==> src/rtl/bitnet_pkg.sv <==
// rtl/bitnet_pkg.sv - shared widths, int8 limits and rounding/saturation helper
//
// Contents:
//   IN_WIDTH/ACC_WIDTH/SCALE_WIDTH/OUT_WIDTH : default datapath widths
//   Q_MIN/Q_MAX                              : int8 saturation limits
//   SAT_W                                    : working width of sat_round
//   sat_round()                              : round-half-up, arithmetic shift, clamp
package bitnet_pkg;

  localparam int IN_WIDTH    = 20;
  localparam int ACC_WIDTH   = 32;
  localparam int SCALE_WIDTH = 16;
  localparam int OUT_WIDTH   = 8;

  localparam int Q_MIN = -128;
  localparam int Q_MAX = 127;

  // Callers sign-extend their product into SAT_W bits. Products up to
  // SAT_W-1 bits wide leave headroom so the rounding bias cannot wrap.
  localparam int SAT_W = 64;

  function automatic logic signed [SAT_W-1:0] sat_round(
    input logic signed [SAT_W-1:0] x,
    input logic        [4:0]       sh,
    input logic signed [SAT_W-1:0] lo,
    input logic signed [SAT_W-1:0] hi
  );
    logic signed [SAT_W-1:0] bias;
    logic signed [SAT_W-1:0] r;
    bias = (sh == 5'd0) ? '0 : (SAT_W'(1) << (sh - 5'd1));
    r = (x + bias) >>> sh;
    if (r < lo) begin
      r = lo;
    end else if (r > hi) begin
      r = hi;
    end
    return r;
  endfunction

endpackage

==> src/rtl/sync_fifo.sv <==
// rtl/sync_fifo.sv - synchronous first-word-fall-through FIFO
//
// Ports:
//   clk, rst   : clock, synchronous active-high reset
//   s_tvalid   : push request; accepted when not full or when popping this cycle
//   s_tdata    : push data
//   m_tready   : pop request; ignored when empty
//   m_tdata    : head entry (zero after reset)
//   full/empty : occupancy flags
module sync_fifo #(
  parameter int WIDTH = 8,
  parameter int DEPTH = 4
) (
  input  logic             clk,
  input  logic             rst,
  input  logic             s_tvalid,
  input  logic [WIDTH-1:0] s_tdata,
  input  logic             m_tready,
  output logic [WIDTH-1:0] m_tdata,
  output logic             full,
  output logic             empty
);

  localparam int AW = $clog2(DEPTH);

  // Pointers carry one extra wrap bit to tell full from empty.
  logic [AW:0]      wr_ptr;
  logic [AW:0]      rd_ptr;
  logic [WIDTH-1:0] mem [DEPTH];
  logic             do_push;
  logic             do_pop;

  assign empty   = (wr_ptr == rd_ptr);
  assign full    = (wr_ptr[AW] != rd_ptr[AW]) && (wr_ptr[AW-1:0] == rd_ptr[AW-1:0]);
  assign do_pop  = m_tready && !empty;
  assign do_push = s_tvalid && (!full || do_pop);
  assign m_tdata = mem[rd_ptr[AW-1:0]];

  always_ff @(posedge clk) begin
    if (rst) begin
      wr_ptr <= '0;
      rd_ptr <= '0;
      for (int i = 0; i < DEPTH; i++) begin
        mem[i] <= '0;
      end
    end else begin
      if (do_push) begin
        mem[wr_ptr[AW-1:0]] <= s_tdata;
        wr_ptr              <= wr_ptr + (AW+1)'(1);
      end
      if (do_pop) begin
        rd_ptr <= rd_ptr + (AW+1)'(1);
      end
    end
  end

endmodule

==> src/rtl/bitnet_requant_stage.sv <==
// rtl/bitnet_requant_stage.sv - chunk accumulator and int8 requantizer with output FIFO
//
// Ports:
//   clk, rst    : clock, synchronous active-high reset
//   in_valid    : tree sum valid (never stalled)
//   in_sum      : signed tree sum
//   scale/shift : requant multiplier and right shift, latched on chunk 0
//   out_valid   : FIFO head valid
//   out_ready   : consumer pops the head
//   out_data    : signed saturated result at the FIFO head
//   overflow    : sticky, set when a finished result found the FIFO full
module bitnet_requant_stage #(
  parameter int IN_WIDTH    = bitnet_pkg::IN_WIDTH,
  parameter int ACC_WIDTH   = bitnet_pkg::ACC_WIDTH,
  parameter int CHUNKS      = 4,
  parameter int SCALE_WIDTH = bitnet_pkg::SCALE_WIDTH,
  parameter int OUT_WIDTH   = bitnet_pkg::OUT_WIDTH,
  parameter int FIFO_DEPTH  = 4
) (
  input  logic                          clk,
  input  logic                          rst,
  input  logic                          in_valid,
  input  logic signed [IN_WIDTH-1:0]    in_sum,
  input  logic signed [SCALE_WIDTH-1:0] scale,
  input  logic        [4:0]             shift,
  output logic                          out_valid,
  input  logic                          out_ready,
  output logic signed [OUT_WIDTH-1:0]   out_data,
  output logic                          overflow
);

  import bitnet_pkg::*;

  localparam int CNT_W  = (CHUNKS > 1) ? $clog2(CHUNKS) : 1;
  localparam int PROD_W = ACC_WIDTH + SCALE_WIDTH;
  localparam logic [CNT_W-1:0] LAST = CNT_W'(CHUNKS - 1);
  localparam logic signed [SAT_W-1:0] OUT_MAX = (SAT_W'(1) <<< (OUT_WIDTH - 1)) - SAT_W'(1);
  localparam logic signed [SAT_W-1:0] OUT_MIN = -(SAT_W'(1) <<< (OUT_WIDTH - 1));

  logic [CNT_W-1:0]              cnt;
  logic signed [ACC_WIDTH-1:0]   acc;
  logic signed [ACC_WIDTH-1:0]   acc_next;
  logic signed [ACC_WIDTH-1:0]   in_ext;
  logic signed [SCALE_WIDTH-1:0] scale_l;
  logic signed [SCALE_WIDTH-1:0] scale_sel;
  logic        [4:0]             shift_l;
  logic        [4:0]             shift_sel;
  logic                          first;
  logic                          last;

  logic                          s1_valid;
  logic signed [ACC_WIDTH-1:0]   s1_acc;
  logic signed [SCALE_WIDTH-1:0] s1_scale;
  logic        [4:0]             s1_shift;

  logic                          s2_valid;
  logic signed [PROD_W-1:0]      s2_prod;
  logic        [4:0]             s2_shift;

  logic signed [SAT_W-1:0]       r_full;
  logic signed [OUT_WIDTH-1:0]   r_q;
  logic                          fifo_full;
  logic                          fifo_empty;

  assign in_ext = ACC_WIDTH'(in_sum);
  assign first  = (cnt == '0);
  assign last   = (cnt == LAST);

  // Chunk 0 restarts the sum, so a group never depends on the previous acc.
  // With CHUNKS=1 first and last coincide and the live scale/shift are used.
  assign acc_next  = first ? in_ext : (acc + in_ext);
  assign scale_sel = first ? scale  : scale_l;
  assign shift_sel = first ? shift  : shift_l;

  always_ff @(posedge clk) begin
    if (rst) begin
      cnt      <= '0;
      acc      <= '0;
      scale_l  <= '0;
      shift_l  <= '0;
      s1_valid <= 1'b0;
      s1_acc   <= '0;
      s1_scale <= '0;
      s1_shift <= '0;
      s2_valid <= 1'b0;
      s2_prod  <= '0;
      s2_shift <= '0;
      overflow <= 1'b0;
    end else begin
      if (in_valid) begin
        acc <= acc_next;
        cnt <= last ? '0 : (cnt + CNT_W'(1));
        if (first) begin
          scale_l <= scale;
          shift_l <= shift;
        end
      end

      s1_valid <= in_valid && last;
      if (in_valid && last) begin
        s1_acc   <= acc_next;
        s1_scale <= scale_sel;
        s1_shift <= shift_sel;
      end

      s2_valid <= s1_valid;
      if (s1_valid) begin
        s2_prod  <= PROD_W'(s1_acc) * PROD_W'(s1_scale);
        s2_shift <= s1_shift;
      end

      // A same-cycle pop frees the slot, so only a push into a full,
      // non-draining FIFO loses data.
      if (s2_valid && fifo_full && !(out_valid && out_ready)) begin
        overflow <= 1'b1;
      end
    end
  end

  assign r_full = sat_round(SAT_W'(s2_prod), s2_shift, OUT_MIN, OUT_MAX);
  assign r_q    = OUT_WIDTH'(r_full);

  sync_fifo #(
    .WIDTH (OUT_WIDTH),
    .DEPTH (FIFO_DEPTH)
  ) u_fifo (
    .clk      (clk),
    .rst      (rst),
    .s_tvalid (s2_valid),
    .s_tdata  (r_q),
    .m_tready (out_ready),
    .m_tdata  (out_data),
    .full     (fifo_full),
    .empty    (fifo_empty)
  );

  assign out_valid = !fifo_empty;

endmodule

==> config.mk <==
export PLATFORM = sky130hd
export DESIGN_NAME = bitnet_requant_stage
export DESIGN_NICKNAME = d
export VERILOG_FILES = /design/src/rtl/bitnet_pkg.sv /design/src/rtl/sync_fifo.sv /design/src/rtl/bitnet_requant_stage.sv
export SDC_FILE = /design/constraint.sdc
export NUM_CORES = 2
export LEC_CHECK = 0
export ABC_AREA = 1
export BUFFER_PORTS_ARGS = -buffer_cell sky130_fd_sc_hd__buf_2
export CAP_MARGIN = 20
export CORE_MARGIN = 10
export CORE_UTILIZATION = 46
export DETAILED_ROUTE_END_ITERATION = 10
export PLACE_DENSITY = 0.64
export SLEW_MARGIN = 20
export SYNTH_ARGS = -nofsm -noshare
export SYNTH_HDL_FRONTEND = slang
export SYNTH_HIERARCHICAL = 1
export SYNTH_SLANG_ARGS = --single-unit
==> constraint.sdc <==
create_clock -name clk -period 6.3 [get_ports clk]
set_input_delay 0.945 -clock clk [delete_from_list [all_inputs] [get_ports clk]]
set_output_delay 0.945 -clock clk [all_outputs]
set_load 0.02 [all_outputs]
# Word-level counts from Yosys, hierarchy flattened

Memory sizes are Yosys's and may differ from the RTL's. A register that Yosys moved wholly into a read port is not among the register bits.
Cells that the tools add are included.

Register bits: 170
Word-level logic and storage cells: 60
Output and inout port bits: 10
Memories: 1
Input port bits: 45
RAM bits: 32

Mux-type cells: 17
Shifts and indexed selects: 2
Add/subtract/negate cells: 6
Eq/ne operators: 4
$lt $le $gt $ge: 2
Reductions and logical operators: 13
Multipliers: 1

Memory list:

| memory     | depth | bits a word | rd ports | clocked after Yosys merged registers in | wr ports | RTL line        | RTL |
|---|---|---|---|---|---|---|---|
| u_fifo.mem | 4     | 8           | 1        | 1                                       | 4        | sync_fifo.sv:29 | `logic [WIDTH-1:0] mem [DEPTH];` |

Operator list:

| operator                                                       | number |
|---|---|
| adder 48 x 64 -> 64 bit                                        | 1 |
| greater-than comparator 64 x 8 -> 1 bit, second input constant | 1 |
| < comparator 64 x 8 -> 1 bit, second input constant            | 1 |
| 2-to-1 mux 64 bit                                              | 1 |
| left shift 1 x 5 -> 64 bit, first input constant               | 1 |
| >>> shifter 64 x 5 -> 64 bit                                   | 1 |
| multiplier 32 x 16 -> 48 bit                                   | 1 |
| adder 32 x 20 -> 32 bit                                        | 1 |
| 2-to-1 mux 32 bit                                              | 1 |
| 2-to-1 mux 8 bit                                               | 3 |
| 2-to-1 mux 16 bit                                              | 1 |
| 2-to-1 mux 2 bit                                               | 4 |
| OR reduction 8 bit                                             | 1 |
| adder 3 x 1 -> 3 bit, second input constant                    | 2 |
| logical AND 1 bit                                              | 6 |
| 2-to-1 mux 1 bit                                               | 6 |
| logical NOT 5 bit                                              | 1 |
| 2-to-1 mux 5 bit                                               | 1 |
| subtractor 5 x 1 -> 5 bit, second input constant               | 1 |
| == test 3 bit                                                  | 1 |
| logical NOT 1 bit                                              | 3 |
| adder 2 x 1 -> 2 bit, second input constant                    | 1 |
| == test 2 bit                                                  | 1 |
| == test 2 bit, second input constant                           | 1 |
| other kinds (3)                                                | 3 |

# Longest topological paths before layout

Depth in word-level cells: 10
Depth in mapped cells: 42
Gate-level depth less buffers: 40

# By module

The synthesis kept the hierarchy.

Modules (own cells, without submodules):

| module               | times used | area each (µm²) | cells each |
|---|---|---|---|
| bitnet_requant_stage | 1          | 33,295.7        | 5,010 |
| sync_fifo            | 1          | 1,920.6         | 185 |

# Least setup slack after synthesis

OpenSTA, ideal clock, no wires.

Path kind: register -> register
Start point: register s1_acc[5]
End point: register s2_prod[47]
Cell stages (with the launch flop): 33
Buffers on the path: 2
Setup slack: 0.028 ns
Clock period less this slack: 6.272 ns
Data arrival time: 6.163 ns
Path through: dfxtp_1 clkbuf_1 clkbuf_1 nand2_1 fa_1 inv_1 fa_1 inv_1 fa_1 fa_1 inv_1 fa_1 fa_1 ha_1 nand2_1 nor2_1 inv_1 o21ai_2 a21boi_1 o21bai_1 a21boi_1 o21ai_1 nand2_1 nand2_1 nand3_1 nand2_1 a21oi_1 o21ai_1 nor2_1 nor2_1 nand2_1 nand2_1 inv_1

Cells in the longest elaborated chain, start to end: 1

Ends and longest elaborated chain:

| item                         | RTL line                    | RTL |
|---|---|---|
| from (decl)                  | bitnet_requant_stage.sv:52  | `logic signed [ACC_WIDTH-1:0] s1_acc;` |
| from (signal assigned)       | bitnet_requant_stage.sv:101 | `s1_acc <= acc_next;` |
| multiplier 32 x 16 -> 48 bit | bitnet_requant_stage.sv:108 | `s2_prod <= PROD_W'(s1_acc) * PROD_W'(s1_scale);` |
| to (signal assigned)         | bitnet_requant_stage.sv:108 |  |
| to (decl)                    | bitnet_requant_stage.sv:57  | `logic signed [PROD_W-1:0] s2_prod;` |

No other way between the ends.
A chain may end at the register's enable or synchronous reset.

# Worst setup path in the final report

Start point: register s1_scale[2]
End point: register s2_prod[45]

Cells in the longest elaborated chain, start to end: 1

Ends and longest elaborated chain:

| item                         | RTL line                    | RTL |
|---|---|---|
| from (decl)                  | bitnet_requant_stage.sv:53  | `logic signed [SCALE_WIDTH-1:0] s1_scale;` |
| from (signal assigned)       | bitnet_requant_stage.sv:102 | `s1_scale <= scale_sel;` |
| multiplier 32 x 16 -> 48 bit | bitnet_requant_stage.sv:108 |  |

No other way between the ends.

==> impl_table.tex <==
\begin{tabular}{lr}
\hline
Metric & Value \\
\hline
\multicolumn{2}{l}{\textbf{Drt}} \\
Remaining antenna violation count after routing & 0 \\
Routed length on met2 & 49,000 µm \\
Detailed Route Iter0 Violations & 2,341 \\
Length of routed met3 wiring & 5490 µm \\
Detailed-route via count & 32,300 \\
Average via count per standard cell & 5.12 \\
Detailed-route DRC error count & 0 \\
Detailed-route wire length per cell & 16.5 µm \\
Top layer reached by signal wires & met4 \\
Total wire length & 104,000 µm \\
Post-Route M1 WL & 45,800 µm \\
First-pass DRT Iterations & 5 \\
\multicolumn{2}{l}{\textbf{Floorplanning}} \\
Overall die height & 297 µm \\
Initial core utilization & 46.4\% \\
Full die area & 88,000 µm² \\
Top-level port count & 55 \\
Floorplan row count & 101 \\
Core ar. & 75,900 µm² \\
Die Wd & 297 µm \\
\multicolumn{2}{l}{\textbf{Clock network}} \\
Clock root buffer & clkbuf\_16 \\
Deepest level of the CTS H-tree & 1 \\
Maximum clock path buffer count & 3 \\
Clock tree from TritonCTS & done \\
Reg clk slew, reported paths & 0.07 ns \\
TritonCTS Buffers & 26 \\
Source-to-sink clock delay at the later pin of the worst-skew pair & 0.57 ns \\
Cts hold-fix bufs & 0 \\
Sinks on Clock Net & 204 \\
\multicolumn{2}{l}{\textbf{Power}} \\
Register share of total power & 36.6\% \\
Pwr Density & 99.5 nW/µm² \\
Share of power burned in combinational logic & 21.7\% \\
Clock group share of total power & 41.7\% \\
Worst IR drop on VDD & 175 µV \\
Net Sw Power & 1.24 mW \\
Power Internal & 2.66 mW \\
Static Leakage & 22.1 nW \\
Switching part of the total & 31.7\% \\
Total power consumption of the routed design & 3.89 mW \\
\multicolumn{2}{l}{\textbf{Setup path}} \\
Required time worst endpoint & 6.75 ns \\
Type of element launching the critical path & flop \\
Capture instance of the worst register-to-register path & s2\_prod[45] \\
Highest net fanout along the worst path & 7 \\
CP Capture Type & flop \\
Critical path's largest stage delay & 0.54 ns \\
Standard cell with the maximum stage delay on the critical path & fa\_1 \\
Worst reg-to-reg path cell count & 24 \\
Cell Chain, Critical Path & clkbuf\_16 > buf\_4 > nand2\_1 > inv\_1 > fa\_2 > buf\_4 > fa\_1 > inv\_1 > fa\_1 > inv\_1 > fa\_1 > fa\_1 > fa\_1 > ha\_4 > nand2\_1 > nor2\_2 > inv\_1 > nor4b\_2 > buf\_4 > nand3\_1 > nand4\_1 > nand3\_1 > o211ai\_1 > inv\_1 \\
Endpoint arrival time on the critical path & 6.53 ns \\
Minimum setup slack among reg-to-reg paths & 0.22 ns \\
Category of the most critical setup path & flop to flop \\
RR Startpoint & s1\_scale[2] \\
Critical path startpoint & s1\_scale[2] \\
\multicolumn{2}{l}{\textbf{Synth}} \\
Number of warnings issued by yosys & 6 \\
Average cell area after synthesis & 6.78 µm² \\
Distinct cell type count of the synthesized netlist & 54 \\
Dominant register cell in the synthesized netlist & dfxtp\_1 \\
Biggest area consumer among synthesized cells & fa\_1 \\
Number of synthesized flops with an enable pin & 32 \\
Proportion of synthesized flip-flops having asynchronous set or reset & 0\% \\
Fraction of post-synthesis cell area in the top cell type by area & 27.7\% \\
Sequential-to-total area share from yosys stat & 12.5\% \\
Synthesized flop and latch total & 204 \\
Net count after synthesis & 5,909 \\
Post-Syn Area & 35,200 µm² \\
Biggest area contributors in the synthesized netlist & fa\_1 (28\%), nand2\_1 (14\%), inv\_1 (12\%), dfxtp\_1 (9.8\%), nand3\_1 (6.8\%) \\
Post-synthesis instance total & 5,195 \\
\multicolumn{2}{l}{\textbf{Placement}} \\
Number of buffers inserted by port buffering & 54 \\
Minimum setup slack after placement & -0.0683 ns \\
Area post-placement & 37,700 µm² \\
Post-detail-place hpwl & 86,100 µm \\
Placer's final routability congestion estimate & 0.971 \\
\multicolumn{2}{l}{\textbf{STA}} \\
Setup\_tns & 0 ns \\
Final Slew Violations & 0 \\
Upper clock frequency limit & 165 MHz \\
Share of the cycle needed by the critical path after routing & 96.5\% \\
Total count of hold-check failures in the final report & 0 \\
Actual slew at the worst max-slew pin & 0.926 ns \\
Crit path setup slack, layout & 0.223 ns \\
Clock period minus final worst setup slack & 6.08 ns \\
Slew Limit Headroom & 38.2\% \\
Count of endpoints failing setup in the final report & 0 \\
RSZ-0062 raised after global routing & yes \\
Clock skew after layout & 0.0185 ns \\
\multicolumn{2}{l}{\textbf{Worst hold path}} \\
Kind of path behind the tightest hold check & flop to flop \\
Cells on Worst Hold Path & 2 \\
Min-Delay Endpoint & scale\_l[10] \\
Startpoint of the most critical hold path & scale\_l[10] \\
\multicolumn{2}{l}{\textbf{Run}} \\
Maximum Capacitance Violations & 0 \\
\multicolumn{2}{l}{\textbf{GRT}} \\
Vias in the first global route & 32,200 \\
Total global routing overflow & 0 \\
Global-route total usage across every layer & 23.6\% \\
Global-route wire length before repair & 168,000 µm \\
Largest net degree at the start of global routing & 64 \\
Number of antenna violations at the first check in global routing & 0 \\
\multicolumn{2}{l}{\textbf{Cells and area}} \\
Final antenna diode count & 0 \\
Final nets & 5,966 \\
\# fillers & 7,604 \\
Final cell area excluding filler cells & 39,100 µm² \\
Share of cells above drive strength 1 & 9.79\% \\
Core Util, Final & 51.5\% \\
Area growth syn-to-layout & 11.1\% \\
\multicolumn{2}{l}{\textbf{Status}} \\
Status & finished, final reports clean \\
\hline
\end{tabular}
==> critical path: cells and delay by family (launching register included) <==
kind                       cells  cell delay, ns
AOI/OAI and AO/OA              1            0.11
DFF                            1            0.42
and+or+nand+nor                7            1.02
adders and majority gates      7            3.38
buffers and inverters          9            1.01
==> timing repair <==
action,CTS,global route
gates resized for setup,7,103
setup buffers,1,11
gates cloned,0,3
pin swaps,2,44
endpoints found under the setup margin,6,46
==> power groups by stage <==
stage | registers, mW | clock network [mW] | logic (mW)
2_1_floorplan | 1.43 | 0 | 0.583
3_3_place_gp | 1.45 | 0 | 0.823
3_5_place_dp | 1.45 | 0 | 0.835
4_1_cts | 1.42 | 1.67 | 0.837
5_1_grt | 1.43 | 1.71 | 0.947
6_report | 1.42 | 1.62 | 0.845
==> cells in the mapped netlist, drive strengths merged, types with 5 or more instances <==
library cell  number
o21a               8
edfxtp            32
nand2           1318
ha               181
fa               488
and2               5
o211ai            40
a21oi            212
mux2i             21
nand4             27
buf               53
o22ai              8
or2               14
inv             1145
nor2             363
nand3b             6
xnor2             33
o21ai            227
xor2              37
a31oi             23
o21bai             5
dfxtp            172
nand3            492
nor3              41
a21o               6
a21boi             6
clkbuf           209
==> layout by cell type (no fill, tap or decap), types with 23 or more instances in the layout <==
master | Yosys | layout
a21oi_1 | 212 | 201
buf_2 | 19 | 53
buf_4 | 0 | 206
clkbuf_16 | 0 | 29
dfxtp_1 | 172 | 142
dfxtp_2 | 0 | 25
edfxtp_1 | 32 | 32
fa_1 | 488 | 482
ha_1 | 181 | 170
inv_1 | 1134 | 1127
nand2_1 | 1294 | 1288
nand2_2 | 22 | 28
nand3_1 | 479 | 477
nand4_1 | 24 | 24
nor2_1 | 349 | 342
nor3_1 | 35 | 35
o211ai_1 | 39 | 39
o21ai_0 | 205 | 197
o21ai_1 | 20 | 23
xnor2_1 | 32 | 32
xor2_1 | 37 | 37
==> state kept, by name, summed over array words and instances (netlist names), named ones only <==
name / count
u_fifo/wr_ptr: 3
scale_l: 16
shift_l: 5
s1_scale: 16
u_fifo/rd_ptr: 3
u_fifo/mem: 32
s1_valid: 1
s2_valid: 1
cnt: 2
s1_acc: 32
s2_shift: 5
acc: 32
overflow: 1
s1_shift: 5
s2_prod: 48
==> worst max-delay path by stage <==
stage / to / slack (ns)
floorplan: s2_prod[47] / 0.03
global placement: s2_prod[41] / -0.06
detailed placement: s2_prod[43] / -0.07
CTS: s2_prod[42] / 0.004
global route: s2_prod[47] / -0.07
finish: s2_prod[45] / 0.22
==> metrics by stage <==
stage	std cells	hold slack (ns)
after floorplan	5195	0.449
final	6302	0.477
after detailed placement	6239	0.462
after CTS	6288	0.481
after global routing	6302	0.508
after global placement	6239	0.452
==> area by class of cell <==
class / instances / area, µm² / share of cell area, %
clock buffer: 31 / 689 / 1.76
clock inverter: 17 / 231 / 0.592
inverter: 1149 / 4310 / 11.0
multi-input combinational: 3580 / 25700 / 65.8
sequential: 204 / 4450 / 11.4
tap: 1030 / 1290 / 3.29
timing repair buffer: 291 / 2410 / 6.15
==> cell families (layout without fill, tap and decap cells) <==
kind of cell	Yosys count	count (layout)	share of synthesized area (%)
flops	204	204	12.5
buf+inv	1411	1488	15.2
other cells	1	1	0.0106
mux	21	21	0.597
simple gates	2271	2271	27.2
xor+xnor	70	70	1.76
compound gates	548	548	8.52
fa+ha+maj	669	669	34.2
==> per-layer routing <==
| metal | GRT usage (%) | vias up |
|---|---|---|
| met5 | 0 | - |
| met4 | 7.37 | 0 |
| li1 | - | 15900 |
| met3 | 1.95 | 177 |
| met2 | 39.8 | 1006 |
| met1 | 31.8 | 15200 |
No activity file was read; power rests on OpenSTA's default activity.
